File: config.mk
export PLATFORM = sky130hd
export DESIGN_NAME = tone_bank
export DESIGN_NICKNAME = d
export VERILOG_FILES = /design/src/rtl/tone_pkg.sv /design/src/rtl/tone_channel.sv /design/src/rtl/tone_bank.sv
export SDC_FILE = /design/constraint.sdc
export NUM_CORES = 1
export LEC_CHECK = 0
export ABC_AREA = 0
export CAP_MARGIN = 20
export CELL_PAD_IN_SITES_DETAIL_PLACEMENT = 0
export CELL_PAD_IN_SITES_GLOBAL_PLACEMENT = 1
export CORE_MARGIN = 1
export CORE_UTILIZATION = 37
export CTS_CLUSTER_SIZE = 12
export DETAILED_ROUTE_END_ITERATION = 12
export PLACE_DENSITY_LB_ADDON = 0.1
export SLEW_MARGIN = 20
export SYNTH_ARGS = -nofsm -noshare
export SYNTH_HDL_FRONTEND = slang
export SYNTH_SLANG_ARGS = --single-unit
File: constraint.sdc
create_clock -name clk -period 45.5 [get_ports clk]
set_clock_uncertainty 0.05 [all_clocks]
set_input_delay 4.55 -clock clk [delete_from_list [all_inputs] [get_ports clk]]
set_output_delay 4.55 -clock clk [all_outputs]
set_load 0.05 [all_outputs]
File: src/rtl/tone_pkg.sv
// Shared constants for the tone bank: note half-period table, octave encoding
// and the half-period scaling helper used per channel.
package tone_pkg;

  localparam int CLK_HZ    = 100_000_000;
  localparam int NOTE_W    = 20;
  localparam int NUM_NOTES = 21;

  typedef enum logic [1:0] {
    OCT_BASE = 2'd0,
    OCT_UP   = 2'd1,
    OCT_DOWN = 2'd2,
    OCT_RSVD = 2'd3
  } oct_e;

  // Half periods in clk cycles for C3..B5 naturals: floor((CLK_HZ/2) / f).
  localparam logic [NOTE_W-1:0] NOTE_HALF_PERIOD [NUM_NOTES] = '{
    20'd382234, 20'd340529, 20'd303379, 20'd286352, 20'd255102, 20'd227272,
    20'd202478, 20'd191109, 20'd170264, 20'd151685, 20'd143172, 20'd127551,
    20'd113636, 20'd101239, 20'd95556,  20'd85131,  20'd75843,  20'd71586,
    20'd63776,  20'd56818,  20'd50619
  };

  function automatic logic [NOTE_W:0] scale_half_period(input logic [NOTE_W-1:0] h,
                                                        input oct_e oct);
    case (oct)
      OCT_UP:   return {2'b00, h[NOTE_W-1:1]};
      OCT_DOWN: return {h, 1'b0};
      default:  return {1'b0, h};
    endcase
  endfunction

endpackage

File: src/rtl/tone_channel.sv
// One square-wave voice: half-period counter plus toggle flop, held in phase
// reset (counter 0, tone low) whenever the channel is not enabled.
module tone_channel #(
  parameter int CNT_W = 20
) (
  input  logic             clk,
  input  logic             rst,
  input  logic             enable,
  input  logic [CNT_W-1:0] half_period,
  output logic             tone
);

  logic [CNT_W-1:0] cnt_q, cnt_d;
  logic             tone_q, tone_d;

  always_comb begin
    cnt_d  = cnt_q + CNT_W'(1);
    tone_d = tone_q;
    if (!enable) begin
      cnt_d  = '0;
      tone_d = 1'b0;
    end else if (cnt_q == half_period - CNT_W'(1)) begin
      cnt_d  = '0;
      tone_d = ~tone_q;
    end
  end

  always_ff @(posedge clk) begin
    if (rst) begin
      cnt_q  <= '0;
      tone_q <= 1'b0;
    end else begin
      cnt_q  <= cnt_d;
      tone_q <= tone_d;
    end
  end

  assign tone = tone_q;

endmodule

File: src/rtl/tone_bank.sv
// Polyphonic square-wave bank: sticky voice allocation, octave register and
// per-key channels. The PWM mixer is built only when TONE_BANK_MIX_EN is defined.
module tone_bank
  import tone_pkg::*;
#(
  parameter int NUM_KEYS   = 21,
  parameter int CNT_W      = 20,
  parameter int MAX_VOICES = 4
) (
  input  logic                             clk,
  input  logic                             rst,
  input  logic [NUM_KEYS-1:0]              key,
  input  logic [1:0]                       octave_sel,
  output logic [NUM_KEYS-1:0]              tone,
  output logic [$clog2(MAX_VOICES+1)-1:0]  active_cnt,
  output logic                             mix_pwm
);

  localparam int ACT_W  = $clog2(MAX_VOICES+1);
  localparam int KCNT_W = $clog2(NUM_KEYS+1);

  logic [NUM_KEYS-1:0] grant_q, grant_d;
  logic [KCNT_W-1:0]   used_cnt;
  oct_e                oct_q, oct_d;
  logic [CNT_W-1:0]    heff [NUM_KEYS];

  // Held voices are kept first, then free slots go to waiting keys lowest-index first.
  always_comb begin
    grant_d  = grant_q & key;
    used_cnt = '0;
    for (int i = 0; i < NUM_KEYS; i++) begin
      used_cnt = used_cnt + KCNT_W'(grant_d[i]);
    end
    for (int i = 0; i < NUM_KEYS; i++) begin
      if (key[i] && !grant_d[i] && (used_cnt < KCNT_W'(MAX_VOICES))) begin
        grant_d[i] = 1'b1;
        used_cnt   = used_cnt + KCNT_W'(1);
      end
    end
  end

  always_comb begin
    oct_d = oct_q;
    if (grant_q == '0) begin
      if (octave_sel == OCT_UP)
        oct_d = OCT_UP;
      else if (octave_sel == OCT_DOWN)
        oct_d = OCT_DOWN;
      else
        oct_d = OCT_BASE;
    end
  end

  always_ff @(posedge clk) begin
    if (rst) begin
      grant_q <= '0;
      oct_q   <= OCT_BASE;
    end else begin
      grant_q <= grant_d;
      oct_q   <= oct_d;
    end
  end

  genvar gi;
  generate
    for (gi = 0; gi < NUM_KEYS; gi++) begin : g_ch
      assign heff[gi] = CNT_W'(scale_half_period(NOTE_HALF_PERIOD[gi % NUM_NOTES], oct_q));

      tone_channel #(
        .CNT_W (CNT_W)
      ) u_ch (
        .clk         (clk),
        .rst         (rst),
        .enable      (grant_q[gi]),
        .half_period (heff[gi]),
        .tone        (tone[gi])
      );
    end
  endgenerate

`ifdef TONE_BANK_MIX_EN
  logic [KCNT_W-1:0] high_cnt;
  logic [ACT_W-1:0]  active_q, active_d;
  logic [ACT_W-1:0]  pwm_q, pwm_d;
  logic              mix_q, mix_d;

  always_comb begin
    high_cnt = '0;
    for (int i = 0; i < NUM_KEYS; i++) begin
      high_cnt = high_cnt + KCNT_W'(tone[i] & grant_q[i]);
    end
    // Grant never exceeds MAX_VOICES, so the count always fits ACT_W.
    active_d = ACT_W'(high_cnt);
    pwm_d    = (pwm_q == ACT_W'(MAX_VOICES-1)) ? '0 : pwm_q + ACT_W'(1);
    mix_d    = (pwm_q < active_q);
  end

  always_ff @(posedge clk) begin
    if (rst) begin
      active_q <= '0;
      pwm_q    <= '0;
      mix_q    <= 1'b0;
    end else begin
      active_q <= active_d;
      pwm_q    <= pwm_d;
      mix_q    <= mix_d;
    end
  end

  assign active_cnt = active_q;
  assign mix_pwm    = mix_q;
`else
  assign active_cnt = '0;
  assign mix_pwm    = 1'b0;
`endif

endmodule

==> results of run 1 <==
## stage by stage
stage	std cells	hold WS [ns]	instance area [µm²]	utilization [%]	setup WS, ns
floorplan	2805	0.368	23500	-	24.89
global placement	3584	0.379	24500	39.5	22.88
detailed placement	3584	0.386	24500	39.5	22.38
CTS	3680	0.398	26300	42.4	22.95
global route	3680	0.429	26300	42.4	21.58
finish	3682	0.394	26400	42.4	22.71
## worst max-delay path: cells and delay by family
family                     cells  cell delay (ns)
adders and majority gates     21             7.01
and+or+nand+nor               24             4.06
AOI/OAI and AO/OA             13             3.19
xor gates and xnor gates       9             2.51
muxes                          4             1.09
buffers and inverters          6             0.78
## layer usage
layer	up-vias	routed length, µm	GRT usage (%)
met3	80	1920	2.91
met1	8652	28200	24.2
met2	209	25500	28.9
li1	9460	-	-
met4	6	1090	4.63
met5	-	37	0
## cell usage in the layout, fill, tap and decap left out, types with 8 or more instances in the layout
cell type and instances:
clkbuf_8 12, xnor2_1 193, nor4bb_1 9, clkdlybuf4s50_1 44
and3_1 76, nor4_1 26, nand4_1 70, nor3_1 43
nor2_1 568, o21ai_0 40, nor2b_1 22, a31oi_1 20
or3b_2 10, inv_1 82, and4_1 16, nor3b_1 31
nand2_1 213, nand4b_1 20, nor4b_1 23, or3_1 21
nand3_1 205, and2_1 19, clkbuf_16 57, ha_1 46
a21oi_1 46, mux2_2 8, dfxtp_1 464, clkinv_2 11
xor2_1 258, or4_1 13, nand3b_1 31, clkbuf_1 12
fa_1 15
## layout make-up
cell class	instances	area, µm²
fillers	6339	35800
multi-input cells	2149	13400
flip-flops and latches	464	9290
clock buffers	81	1640
well taps	837	1050
repair buffers	52	498
inverters	82	308
clock inverters	15	175
diodes	2	5.00
## cell usage after synthesis, types with 31 or more instances
cell type	number	area [µm²]
nor2_1	568	2130
dfxtp_1	464	9290
xor2_1	258	2260
nand2_1	213	800
nand3_1	205	1030
xnor2_1	193	1690
inv_1	82	308
clkbuf_1	80	300
and3_1	76	475
nand4_1	70	438
ha_1	50	626
a21oi_1	46	230
nor3_1	43	215
o21ai_0	40	200
nand3b_1	31	233
nor3b_1	31	233
## state kept, by name, summed over array words and instances (netlist names)
name / count
g_ch.u_ch.tone: 21
g_ch.u_ch.cnt_q: 420
grant_q: 21
oct_q: 2
## cell families after synthesis
logic type                 Yosys count  synth area share (%)
other                                1                0.0160
adders and majority gates           65                  3.94
AOI/OAI and AO/OA                  160                  4.32
buffers and inverters              192                  3.49
and+or+nand+nor                   1448                  30.6
xor gates and xnor gates           458                  17.4
DFF                                464                  39.6
muxes                               14                 0.639
## path summary, 6_finish.rpt
kind / from / slack [ns] / to / depth (start not counted)
max: key[0] / 22.71 / grant_q[20]$_SDFF_PP0_ / 77
min: g_ch[18].u_ch.cnt_q[0]$_SDFF_PP0_ / 0.39 / g_ch[18].u_ch.cnt_q[0]$_SDFF_PP0_ / 1
max reg2reg: grant_q[1]$_SDFF_PP0_ / 26.67 / grant_q[20]$_SDFF_PP0_ / 76
min reg2reg: g_ch[18].u_ch.cnt_q[0]$_SDFF_PP0_ / 0.39 / g_ch[18].u_ch.cnt_q[0]$_SDFF_PP0_ / 1
==> flow_summary.yaml, run 1 <==
status:
  status: "completed"
floorplanning:
  ios: 50
  coreArea_mm2: 0.0622
  fp.dieW_um: 254
  die_y_um: 254
  dieArea_mm2: 0.0645
  start_util_pct: 37.8
  rows: 91
setup_path:
  cp_slowest_cell: "xnor2_1"
  critPathCaptureType: "register"
  crit_path_start_kind: "input port"
  arrival_ns: 23.25
  crit_path_max_fanout: 6
  max_stage_delay_ns: 0.56
  path_class: "in2reg"
  crit_top_cell: "ha_1"
  critPathRequiredTime_ns: 45.96
timing:
  clock.fmax_mhz: 43.9
  worstMarginPinSlew_ns: 0.984
  period_share_pct: 50.1
  slew_headroom_pct: 32.7
  setup_viol: 0
  period_needed_ns: 22.79
  finalMaxSlewViolations: 0
  hold_viol: 0
  finalSetupTns_ns: 0
  rsz0062_at_grt: "no"
logic_synthesis:
  synth_seq_cells: 464
  yosysSeqAreaShare_pct: 39.6
  synth_area_mm2: 0.0235
  ys_warn_count: 0
  ys.flop_type: "dfxtp_1"
  async_reset_ff_share_pct: 0
  synthCells: 2802
  ys_types: 75
  avgSynthCellArea_um2: 8.38
  synth_edf_count: 0
hold_path:
  hp-class: "reg2reg"
drt:
  routed_wl_um: 56800
  vias_per_cell: 5.00
  num_vias: 18400
  post-route-drc-count: 0
  first_iter_violations: 879
  drt_pre_antenna_iters: 5
  antenna_left: 0
  routedWlPerCell_um: 15.4
placed_design:
  place_congestion: 0.831
  place_hpwl_um: 39300
  io_buffers: 45
clock_network:
  cts_buffer_depth: 3
  numCtsBuffers: 55
  post_cts_buffers: 0
  clock_latency_ns: 0.60
  cts_tree: "built"
  root_buffer: "clkbuf_16"
  clk_pin_slew_worst_paths_ns: 0.06
  cts.repair.resized: 0
  cts.sinks: 464
  htreeDepth: 2
  holdBufCountCts: 0
grt:
  grt_pass1_wl_um: 92800
  antenna_found_initial: 4
  grt_pass1_vias: 17600
  overflow: 0
  grt_max_degree: 65
  grt_usage_pct: 17.8
layout:
  final_net_count: 2894
  syn_to_final_growth_pct: 12.2
  layout-drive-gt1-share_pct: 4.75
flow_run:
  maxCapViolations: 0
Power of run 1 is left out: the tool's default activity adds up to more than one toggle a clock period on the data nets, which glitch-free logic cannot reach.
==> run 2: changes to the inputs <==
Clock period 45.5 ns to 18.7 ns, I/O delays scaled along.
==> flow_summary.yaml, run 2 (same netlist as run 1, synthesis figures left out) <==
drt:
  routedWlPerCell_um: 15.4
  routed_wl_um: 57200
  first_iter_violations: 921
  post-route-drc-count: 0
  antenna_left: 0
  vias_per_cell: 4.99
  num_vias: 18500
  drt_pre_antenna_iters: 5
timing:
  hold_viol: 0
  worstMarginPinSlew_ns: 0.873
  fin_hold_ws_ns: 0.399
  clock.fmax_mhz: 55.8
  period_share_pct: 95.8
  period_needed_ns: 17.92
  finalMaxSlewViolations: 0
  setup_viol: 0
  finalSetupTns_ns: 0
  slew_headroom_pct: 40.3
grt:
  grt_pass1_vias: 17600
  antenna_found_initial: 4
  grt_pass1_wl_um: 92800
  grt_max_degree: 54
  overflow: 0
  grt_usage_pct: 17.8
placed_design:
  placedCellCount: 3600
  place_hpwl_um: 40100
  place_congestion: 0.834
  io_buffers: 45
  dpl_cell_area_mm2: 0.0247
clock_network:
  clock_latency_ns: 0.61
  htreeDepth: 2
  root_buffer: "clkbuf_16"
  cts_buffer_depth: 3
  clk_pin_slew_worst_paths_ns: 0.06
  numCtsBuffers: 54
  holdBufCountCts: 0
  cts.sinks: 464
  cts_tree: "built"
setup_path:
  max_stage_delay_ns: 0.54
  crit_path_start_kind: "input port"
  critPathCaptureType: "register"
  cp_top_family: "adder cells"
  critPathRequiredTime_ns: 19.16
  cp_slowest_cell: "fa_1"
  path_class: "in2reg"
  crit_top_cell: "ha_1"
  path_buf_inv: 6
  crit_path_max_fanout: 4
  arrival_ns: 18.39
layout:
  layout-drive-gt1-share_pct: 6.31
  regMostFlops: "g_ch.u_ch.cnt_q"
  largest_reg_flops: 420
  final_cell_mix: "566 x nor2_1, 464 x dfxtp_1, 258 x xor2_1"
  layout_commonest_cell: "nor2_1"
  fin_cells: 3708
  final_net_count: 2917
  syn_to_final_growth_pct: 13.1
  final_cell_area_mm2: 0.0266
floorplanning:
  dieArea_mm2: 0.0645
  coreArea_mm2: 0.0622
  die_y_um: 254
  ios: 50
  start_util_pct: 37.8
  fp.dieW_um: 254
  rows: 91
status:
  status: "completed"
flow_run:
  maxCapViolations: 0
hold_path:
  hp-class: "reg2reg"
==> run 2: cell count changes in the layout (fill, tap and decap cells not counted), sizes merged <==
cell	before	now
buf	8	32
bufinv	4	1
clkbuf	81	84
clkdlybuf4s50	44	41
clkinv	11	13
diode	2	1
dlymetal6s2s	0	3
inv	82	83
==> run 2: worst reg2reg max path: cells and delay by family (launching register included) <==
family	cells	cell delay, ns
fa+ha+maj	22	7.10
simple gates	25	3.33
compound gates	15	2.54
mux	5	1.38
xor+xnor	6	1.28
flops	1	0.57
buf+inv	5	0.38
==> run 2: routing by layer <==
metal  GRT usage [%]  up-vias  routed length (µm)
met4            5.63        6                1460
met2            28.3      230               25300
met5               0        -                  39
li1                -     9526                   -
met3            2.83       92                2170
met1            24.4     8651               28200
==> run 2: what timing repair did <==
| item | 4_1_cts | 5_1_grt |
|---|---|---|
| endpoints found under the setup margin | 0 | 3 |
| endpoints found under the hold margin | 0 | 0 |
| resized for setup | 0 | 28 |
| setup buffers | 0 | 8 |
==> run 2: worst paths after layout <==
| kind | from | to | slack (ns) | depth (start not counted) |
|---|---|---|---|---|
| max reg2reg | grant_q[1]$_SDFF_PP0_ | grant_q[20]$_SDFF_PP0_ | 2.00 | 78 |
| min | g_ch[8].u_ch.cnt_q[0]$_SDFF_PP0_ | g_ch[8].u_ch.cnt_q[0]$_SDFF_PP0_ | 0.40 | 1 |
| max | key[11] | grant_q[20]$_SDFF_PP0_ | 0.78 | 79 |
| min reg2reg | g_ch[8].u_ch.cnt_q[0]$_SDFF_PP0_ | g_ch[8].u_ch.cnt_q[0]$_SDFF_PP0_ | 0.40 | 1 |
==> run 2: cell type report <==
type                            instances  area, µm²
Inverter                               82        308
Antenna cell                            1       2.50
Sequential cell                       464       9290
Timing Repair Buffer                   76        686
Clock inverter                         15        108
Fill cell                            6344      35600
Multi-Input combinational cell       2149      13500
Tap cell                              837       1050
Clock buffer                           84       1620
==> run 2: stage by stage <==
stage | utilization (%) | worst slack [ns]
after floorplan | - | 0.770
after global placement | 39.7 | -0.0459
after detailed placement | 39.7 | -0.520
after CTS | 42.4 | 0.0669
after global routing | 42.7 | -0.0430
final | 42.7 | 0.776
Power of run 2 is left out for the same reason.
==> run 3: changes to the inputs <==
Settings changed: CORE_MARGIN 1 to 3, CTS_CLUSTER_DIAMETER set to 120.
==> flow_summary.yaml, run 3 (same netlist as run 1, synthesis figures left out) <==
timing:
  finalMaxSlewViolations: 0
  hold_viol: 0
  slew_headroom_pct: 32.2
  setup_viol: 0
  period_share_pct: 95.7
  period_needed_ns: 17.89
  clock.fmax_mhz: 55.9
  worstMarginPinSlew_ns: 1.02
drt:
  vias_per_cell: 5.04
  routed_wl_um: 57700
  wl_met1_um: 28700
  wl_met3_um: 1890
  post-route-drc-count: 0
  routedWlPerCell_um: 15.8
  top_layer: "met5"
  drt_pre_antenna_iters: 5
  num_vias: 18400
  dr_wl_met2_um: 25600
  first_iter_violations: 863
  antenna_left: 0
layout:
  final_net_count: 2908
  layout-drive-gt1-share_pct: 5.04
  largest_reg_flops: 420
  syn_to_final_growth_pct: 10.7
  final_cell_area_mm2: 0.0260
  layout_commonest_cell: "nor2_1"
  fin_util_pct: 41.7
  final_cell_mix: "567 x nor2_1, 464 x dfxtp_1, 258 x xor2_1"
  regMostFlops: "g_ch.u_ch.cnt_q"
grt:
  grt_pass1_vias: 17700
  grt_pass1_wl_um: 93600
  overflow: 0
  antenna_found_initial: 3
  grt_usage_pct: 17.0
  grt_max_degree: 42
hold_path:
  hold_depth: 1
  hp-start: "g_ch[8].u_ch.cnt_q[0]$_SDFF_PP0_"
  hold_end: "g_ch[8].u_ch.cnt_q[0]$_SDFF_PP0_"
  hp-class: "reg2reg"
floorplanning:
  die_y_um: 258
  coreArea_mm2: 0.0623
  dieArea_mm2: 0.0665
  ios: 50
  rows: 91
  start_util_pct: 37.7
  fp.dieW_um: 258
setup_path:
  cp_slowest_cell: "fa_1"
  path_buf_inv: 6
  timing.rr.start: "grant_q[1]$_SDFF_PP0_"
  crit_top_cell: "ha_1"
  crit_path_start_kind: "input port"
  path_class: "in2reg"
  max_stage_delay_ns: 0.54
  critPathRequiredTime_ns: 19.15
  ff2ff_setup_slack_ns: 2.08
  critPathCaptureType: "register"
  rr_worst_depth: 78
  crit_path_max_fanout: 4
  cp_top_family: "adder cells"
  arrival_ns: 18.34
  reg2reg_to: "grant_q[20]$_SDFF_PP0_"
clock_network:
  cts_tree: "built"
  clock_latency_ns: 0.57
  root_buffer: "clkbuf_16"
  numCtsBuffers: 44
  htreeDepth: 2
  clk_pin_slew_worst_paths_ns: 0.08
  cts.sinks: 464
  cts_buffer_depth: 3
placed_design:
  place_hpwl_um: 40200
  io_buffers: 45
  dpl_cell_area_mm2: 0.0247
  place_congestion: 0.854
flow_run:
  maxCapViolations: 0
status:
  status: "completed"
[run 3: cell types whose count changed in the layout (fill, tap and decap cells not counted), moves of 10 or more]
| cell | delta |
|---|---|
| clkbuf_1 | -16 |
| clkbuf_16 | -10 |
| clkbuf_8 | -13 |
| clkinv_2 | -12 |
[run 3: what timing repair did]
action	4_1_cts	5_1_grt
hold buffers	0	0
resized for setup	0	25
buffers inserted	0	9
endpoints found under the setup margin	0	3
[run 3: how the worst max path moves through the flow]
stage | to | cells after the start | start | slack, ns
2_1_floorplan | grant_q[20]$_SDFF_PP0_ | 78 | key[0] | 0.77
3_3_place_gp | grant_q[19]$_SDFF_PP0_ | 77 | key[5] | 0.05
3_5_place_dp | grant_q[20]$_SDFF_PP0_ | 76 | key[5] | -0.44
4_1_cts | grant_q[20]$_SDFF_PP0_ | 76 | key[5] | 0.13
5_1_grt | grant_q[20]$_SDFF_PP0_ | 78 | key[15] | -0.02
6_report | grant_q[20]$_SDFF_PP0_ | 79 | key[5] | 0.81
[run 3: cell type report]
cell class	instances	area [µm²]
tap	837	1050
clock inverter	1	30.0
antenna	1	2.50
sequential	464	9290
fill	6373	36300
timing repair buffer	77	691
clock buffer	45	1130
inverter	82	308
multi-input combinational	2149	13500
[run 3: metal layers]
metal	vias to the layer above	track usage, %
li1	9457	-
met1	8643	23.7
met2	223	27.3
met3	88	2.50
met4	4	5.21
met5	-	0
[run 3: per-stage QoR]
step / worst slack, ns / hold slack [ns] / setup TNS (ns) / instances
3_5_place_dp: -0.445 / 0.384 / -0.937 / 3600
3_3_place_gp: 0.0513 / 0.378 / 0 / 3600
4_1_cts: 0.132 / 0.399 / 0 / 3646
6_report: 0.807 / 0.397 / 0 / 3656
5_1_grt: -0.0216 / 0.421 / -0.0216 / 3655
2_1_floorplan: 0.770 / 0.368 / 0 / 2805
Power of run 3 is left out for the same reason.
==> variant 1, RTL diff (flow settings as in run 3) <==
The option `TONE_BANK_MIX_EN` is turned on by a define.
--- a/src/rtl/tone_bank.sv
+++ b/src/rtl/tone_bank.sv
@@ -2,2 +2,4 @@
 // per-key channels. The PWM mixer is built only when TONE_BANK_MIX_EN is defined.
+`define TONE_BANK_MIX_EN
+
 module tone_bank
Formal check against the unedited RTL: same outputs for any inputs over 4 cycles, from zero or initial values and one cycle with rst high; that may be too few to reach the edited logic, so the function may still have changed.
==> variant 1 against run 3 <==
Setup slack got worse by 0.059 ns; design area increased by 3.4%; count of clock-buffer cells in the layout unchanged; die area increased by 3.5%; sequential share of layout area decreased by 0.64 points; area after synthesis increased by 3.6%; routed wire length increased by 6.9%; sequential cell count increased by 7; global-route usage increased by 0.53 points; critical endpoint unchanged.
Power is not shown: default switching activity piles up to over one toggle a cycle in this logic, so the estimate is an artifact.
==> variant 1: results (changes against run 3) <==
metric	value	unit	change
status	complete, no violations		
ys_types	80		+6.7%
grt_pass1_wl	100000	µm	+7.3%
maxSlewHeadroom	0.430		+0.108
hold_path_end	g_ch[18].u_ch.cnt_q[0]		
min_path_cells	1		unchanged
grtUsageTotal	0.176		+0.00529
cpMaxStageDelayCell	fa_1		
multi_input_area	14000	µm²	+4.0%
fill_cells	6622		+3.9%
fmax	55.7	MHz	-0.33%
drive_gt1_frac	0.0541		+0.00376
path_clk_slew	0.07	ns	
highest_layer	met4		
routed_via_density	5.08		+0.91%
drt_iter0_drc	1074		+24%
place_hpwl	43500	µm	+8.2%
buffers_excl_clock	86		+12%
sh_seq_area	0.351		-0.00637
use_met3	0.0232		-0.00179
via_count	19200		+4.2%
grt_max_degree	54		+29%
die_area	68800	µm²	+3.5%
rrSetupSlack	1.89	ns	-0.19 ns
gp_congestion	0.915		+7.2%
wl_met3	2160	µm	+14%
gr-usage-met1	0.240		+0.00280
dr_wl_met2	28300	µm	+11%
hold_start	g_ch[18].u_ch.cnt_q[0]		
wl_met1	29600	µm	+3.4%
r2r_start	grant_q[15]		
postPlaceCellArea	25600	µm²	+3.7%
clk_latency	0.57	ns	about the same
num-nonclk-inverters	107		+30%
clkCellAreaFrac	0.0430		-0.00149
buf_share	0.0284		+0.00184
ys_seq_elements	471		+1.5%
post-cts-setup-buffers	0		unchanged
root_buffer	clkbuf_16		
final_cell_area	26900	µm²	+3.4%
holdWs	0.392	ns	-0.00447 ns
cts_inserted_buffers	45		+2.3%
ys_top_cells_by_count	567 x nor2_1, 471 x dfxtp_1, 257 x xor2_1		
ys_seq_area_frac	0.388		-0.00785
wl_per_cell	16.3	µm	+3.5%
ys_top_cells_by_area	dfxtp_1 39%, xor2_1 9.3%, nor2_1 8.8%		
synth_area_per_cell	8.41	µm²	+0.38%
arrival	18.41	ns	+0.07 ns
antenna_found_initial	1		-2
multi_input_gates	2206		+2.7%
portBuffers	49		+8.9%
layout.nets	3026		+4.1%
placedCellCount	3717		+3.3%
dp_slack	-0.456	ns	-0.0117 ns
rr_worst_depth	71		-9.0%
use_met2	0.293		+0.0196
==> variant 1: cell count changes after synthesis, moves of 9 or more <==
| cell | change |
|---|---|
| fa_1 | +14 |
| nand4b_1 | -13 |
| inv_1 | +23 |
| nor4_1 | +9 |
| o21ai_0 | -11 |
| and2_1 | +20 |
| nand3_1 | -17 |
| a21oi_1 | +12 |
| nor3_1 | +12 |
| and3_1 | +22 |
==> variant 1: worst max path at each step <==
stage            start           to
6_report       key[11]  grant_q[20]
3_3_place_gp    key[0]  grant_q[20]
3_5_place_dp    key[0]  grant_q[20]
4_1_cts         key[0]  grant_q[20]
5_1_grt        key[11]  grant_q[20]
2_1_floorplan   key[0]  grant_q[20]
==> variant 1: logic make-up after synthesis <==
logic type / Yosys count / share of synthesized area
compound gates: 159 / 0.0410
xor+xnor: 459 / 0.169
fa+ha+maj: 84 / 0.0522
buf+inv: 214 / 0.0386
flops: 471 / 0.388
mux: 13 / 0.00576
simple gates: 1491 / 0.305
==> variant 2, RTL diff (settings of run 3) <==
Made on the original files. Add an input register stage for `key`, without a reset; this delays it by one clock. The other inputs are not delayed to match.
--- a/src/rtl/tone_bank.sv
+++ b/src/rtl/tone_bank.sv
@@ -21,2 +21,8 @@
 
+  logic [NUM_KEYS-1:0] key_q;
+
+  always_ff @(posedge clk) begin
+    key_q <= key;
+  end
+
   logic [NUM_KEYS-1:0] grant_q, grant_d;
@@ -28,3 +34,3 @@
   always_comb begin
-    grant_d  = grant_q & key;
+    grant_d  = grant_q & key_q;
     used_cnt = '0;
@@ -34,3 +40,3 @@
     for (int i = 0; i < NUM_KEYS; i++) begin
-      if (key[i] && !grant_d[i] && (used_cnt < KCNT_W'(MAX_VOICES))) begin
+      if (key_q[i] && !grant_d[i] && (used_cnt < KCNT_W'(MAX_VOICES))) begin
         grant_d[i] = 1'b1;
Formal check against the unedited RTL: same outputs for any inputs over 4 cycles, from zero or initial values and one cycle with rst high; that may be too few to reach the edited logic, so the function may still have changed.
==> variant 2 against run 3 <==
Area after synthesis grew 2.6%; setup slack better by 0.15 ns; utilization down 0.21 points; sequential cell count grew 21; routed wire length grew 0.95%; non-clock buffer count fell by 23; design area increased by 1.9%; critical path type is now flop to flop.
Power is not shown: default switching activity piles up to over one toggle a cycle in this logic, so the estimate is an artifact.
==> variant 2: results (changes against run 3) <==
metric	value	unit	change
drive_gt1_frac	0.0429		-0.00748
dp_slack	0.220	ns	+0.665 ns
place_hpwl	40900	µm	+1.7%
rrSetupSlack	0.95	ns	-1.13 ns
synth_compound_area_frac	0.0437		+0.000510
via_count	18600		+1.1%
gp_congestion	0.852		-0.25%
hold_start	g_ch[3].u_ch.cnt_q[0]		
ys_top_cells_by_area	dfxtp_1 40%, xor2_1 9.5%, nor2_1 9.1%		
highest_layer	met4		
dr_wl_met2	26200	µm	+2.4%
grt_max_degree	43		+2.4%
cpPeakStageDelay	0.56	ns	+0.02 ns
path_clk_slew	0.06	ns	-0.02 ns
rr_worst_depth	70		-10%
ys_types	84		+12%
r2r_start	grant_q[0]		
maxSlewHeadroom	0.306		-0.0156
ys_top_cells_by_count	583 x nor2_1, 485 x dfxtp_1, 261 x xor2_1		
arrival	18.17	ns	-0.17 ns
placedCellCount	3638		+1.1%
synth.area.mux_share	0.00628		-0.000111
ys_seq_area_frac	0.403		+0.00738
routed_via_density	5.05		+0.20%
status	complete, no violations		
wl_met1	28600	µm	-0.29%
synth_cells	2846		+1.6%
wl	58200	µm	+0.95%
grt_pass1_vias	18200		+2.4%
grt_pass1_wl	95900	µm	+2.4%
worst-path-max-fanout	6		+2
variant 2: metal layers:
metal	vias up	global-route usage
li1	9574	-
met1	8754	0.237
met2	229	0.282
met3	67	0.0238
met4	0	0.0490
met5	-	0
variant 2: logic make-up (layout without fill, tap and decap cells):
group / Yosys count / count (layout)
buf+inv: 191 / 185
xor+xnor: 457 / 457
compound gates: 161 / 161
fa+ha+maj: 65 / 65
other cells: 1 / 5
flops: 485 / 485
simple gates: 1472 / 1472
mux: 14 / 14
variant 2: worst max path at each step:
stage,startpoint,end,slack [ns]
4_1_cts,grant_q[1],grant_q[20],0.15
3_5_place_dp,grant_q[1],grant_q[20],0.22
6_report,grant_q[0],grant_q[20],0.95
5_1_grt,grant_q[0],grant_q[20],0.09
2_1_floorplan,grant_q[0],grant_q[20],2.14
3_3_place_gp,grant_q[1],grant_q[20],0.69
variant 2: layout make-up:
| type | instances | area, µm² | share of cell area |
|---|---|---|---|
| diodes | 1 | 2.50 | 0.0000945 |
| clock buffers | 49 | 1230 | 0.0463 |
| clock inverters | 1 | 8.76 | 0.000331 |
| inverters | 81 | 304 | 0.0115 |
| multi-input cells | 2173 | 13700 | 0.516 |
| flip-flops and latches | 485 | 9710 | 0.367 |
| well taps | 846 | 1060 | 0.0400 |
| repair buffers | 54 | 513 | 0.0194 |
variant 2: stage by stage:
stage	hold WS (ns)	area, µm²	util
2_1_floorplan	0.368	24100	-
3_3_place_gp	0.377	25200	0.395
3_5_place_dp	0.389	25200	0.395
4_1_cts	0.400	26400	0.414
5_1_grt	0.423	26500	0.415
6_report	0.394	26500	0.415
variant 2: timing repair:
| action | CTS | global route |
|---|---|---|
| setup buffers | 0 | 1 |
| resized for setup | 0 | 12 |
| endpoints found under the setup margin | 0 | 3 |
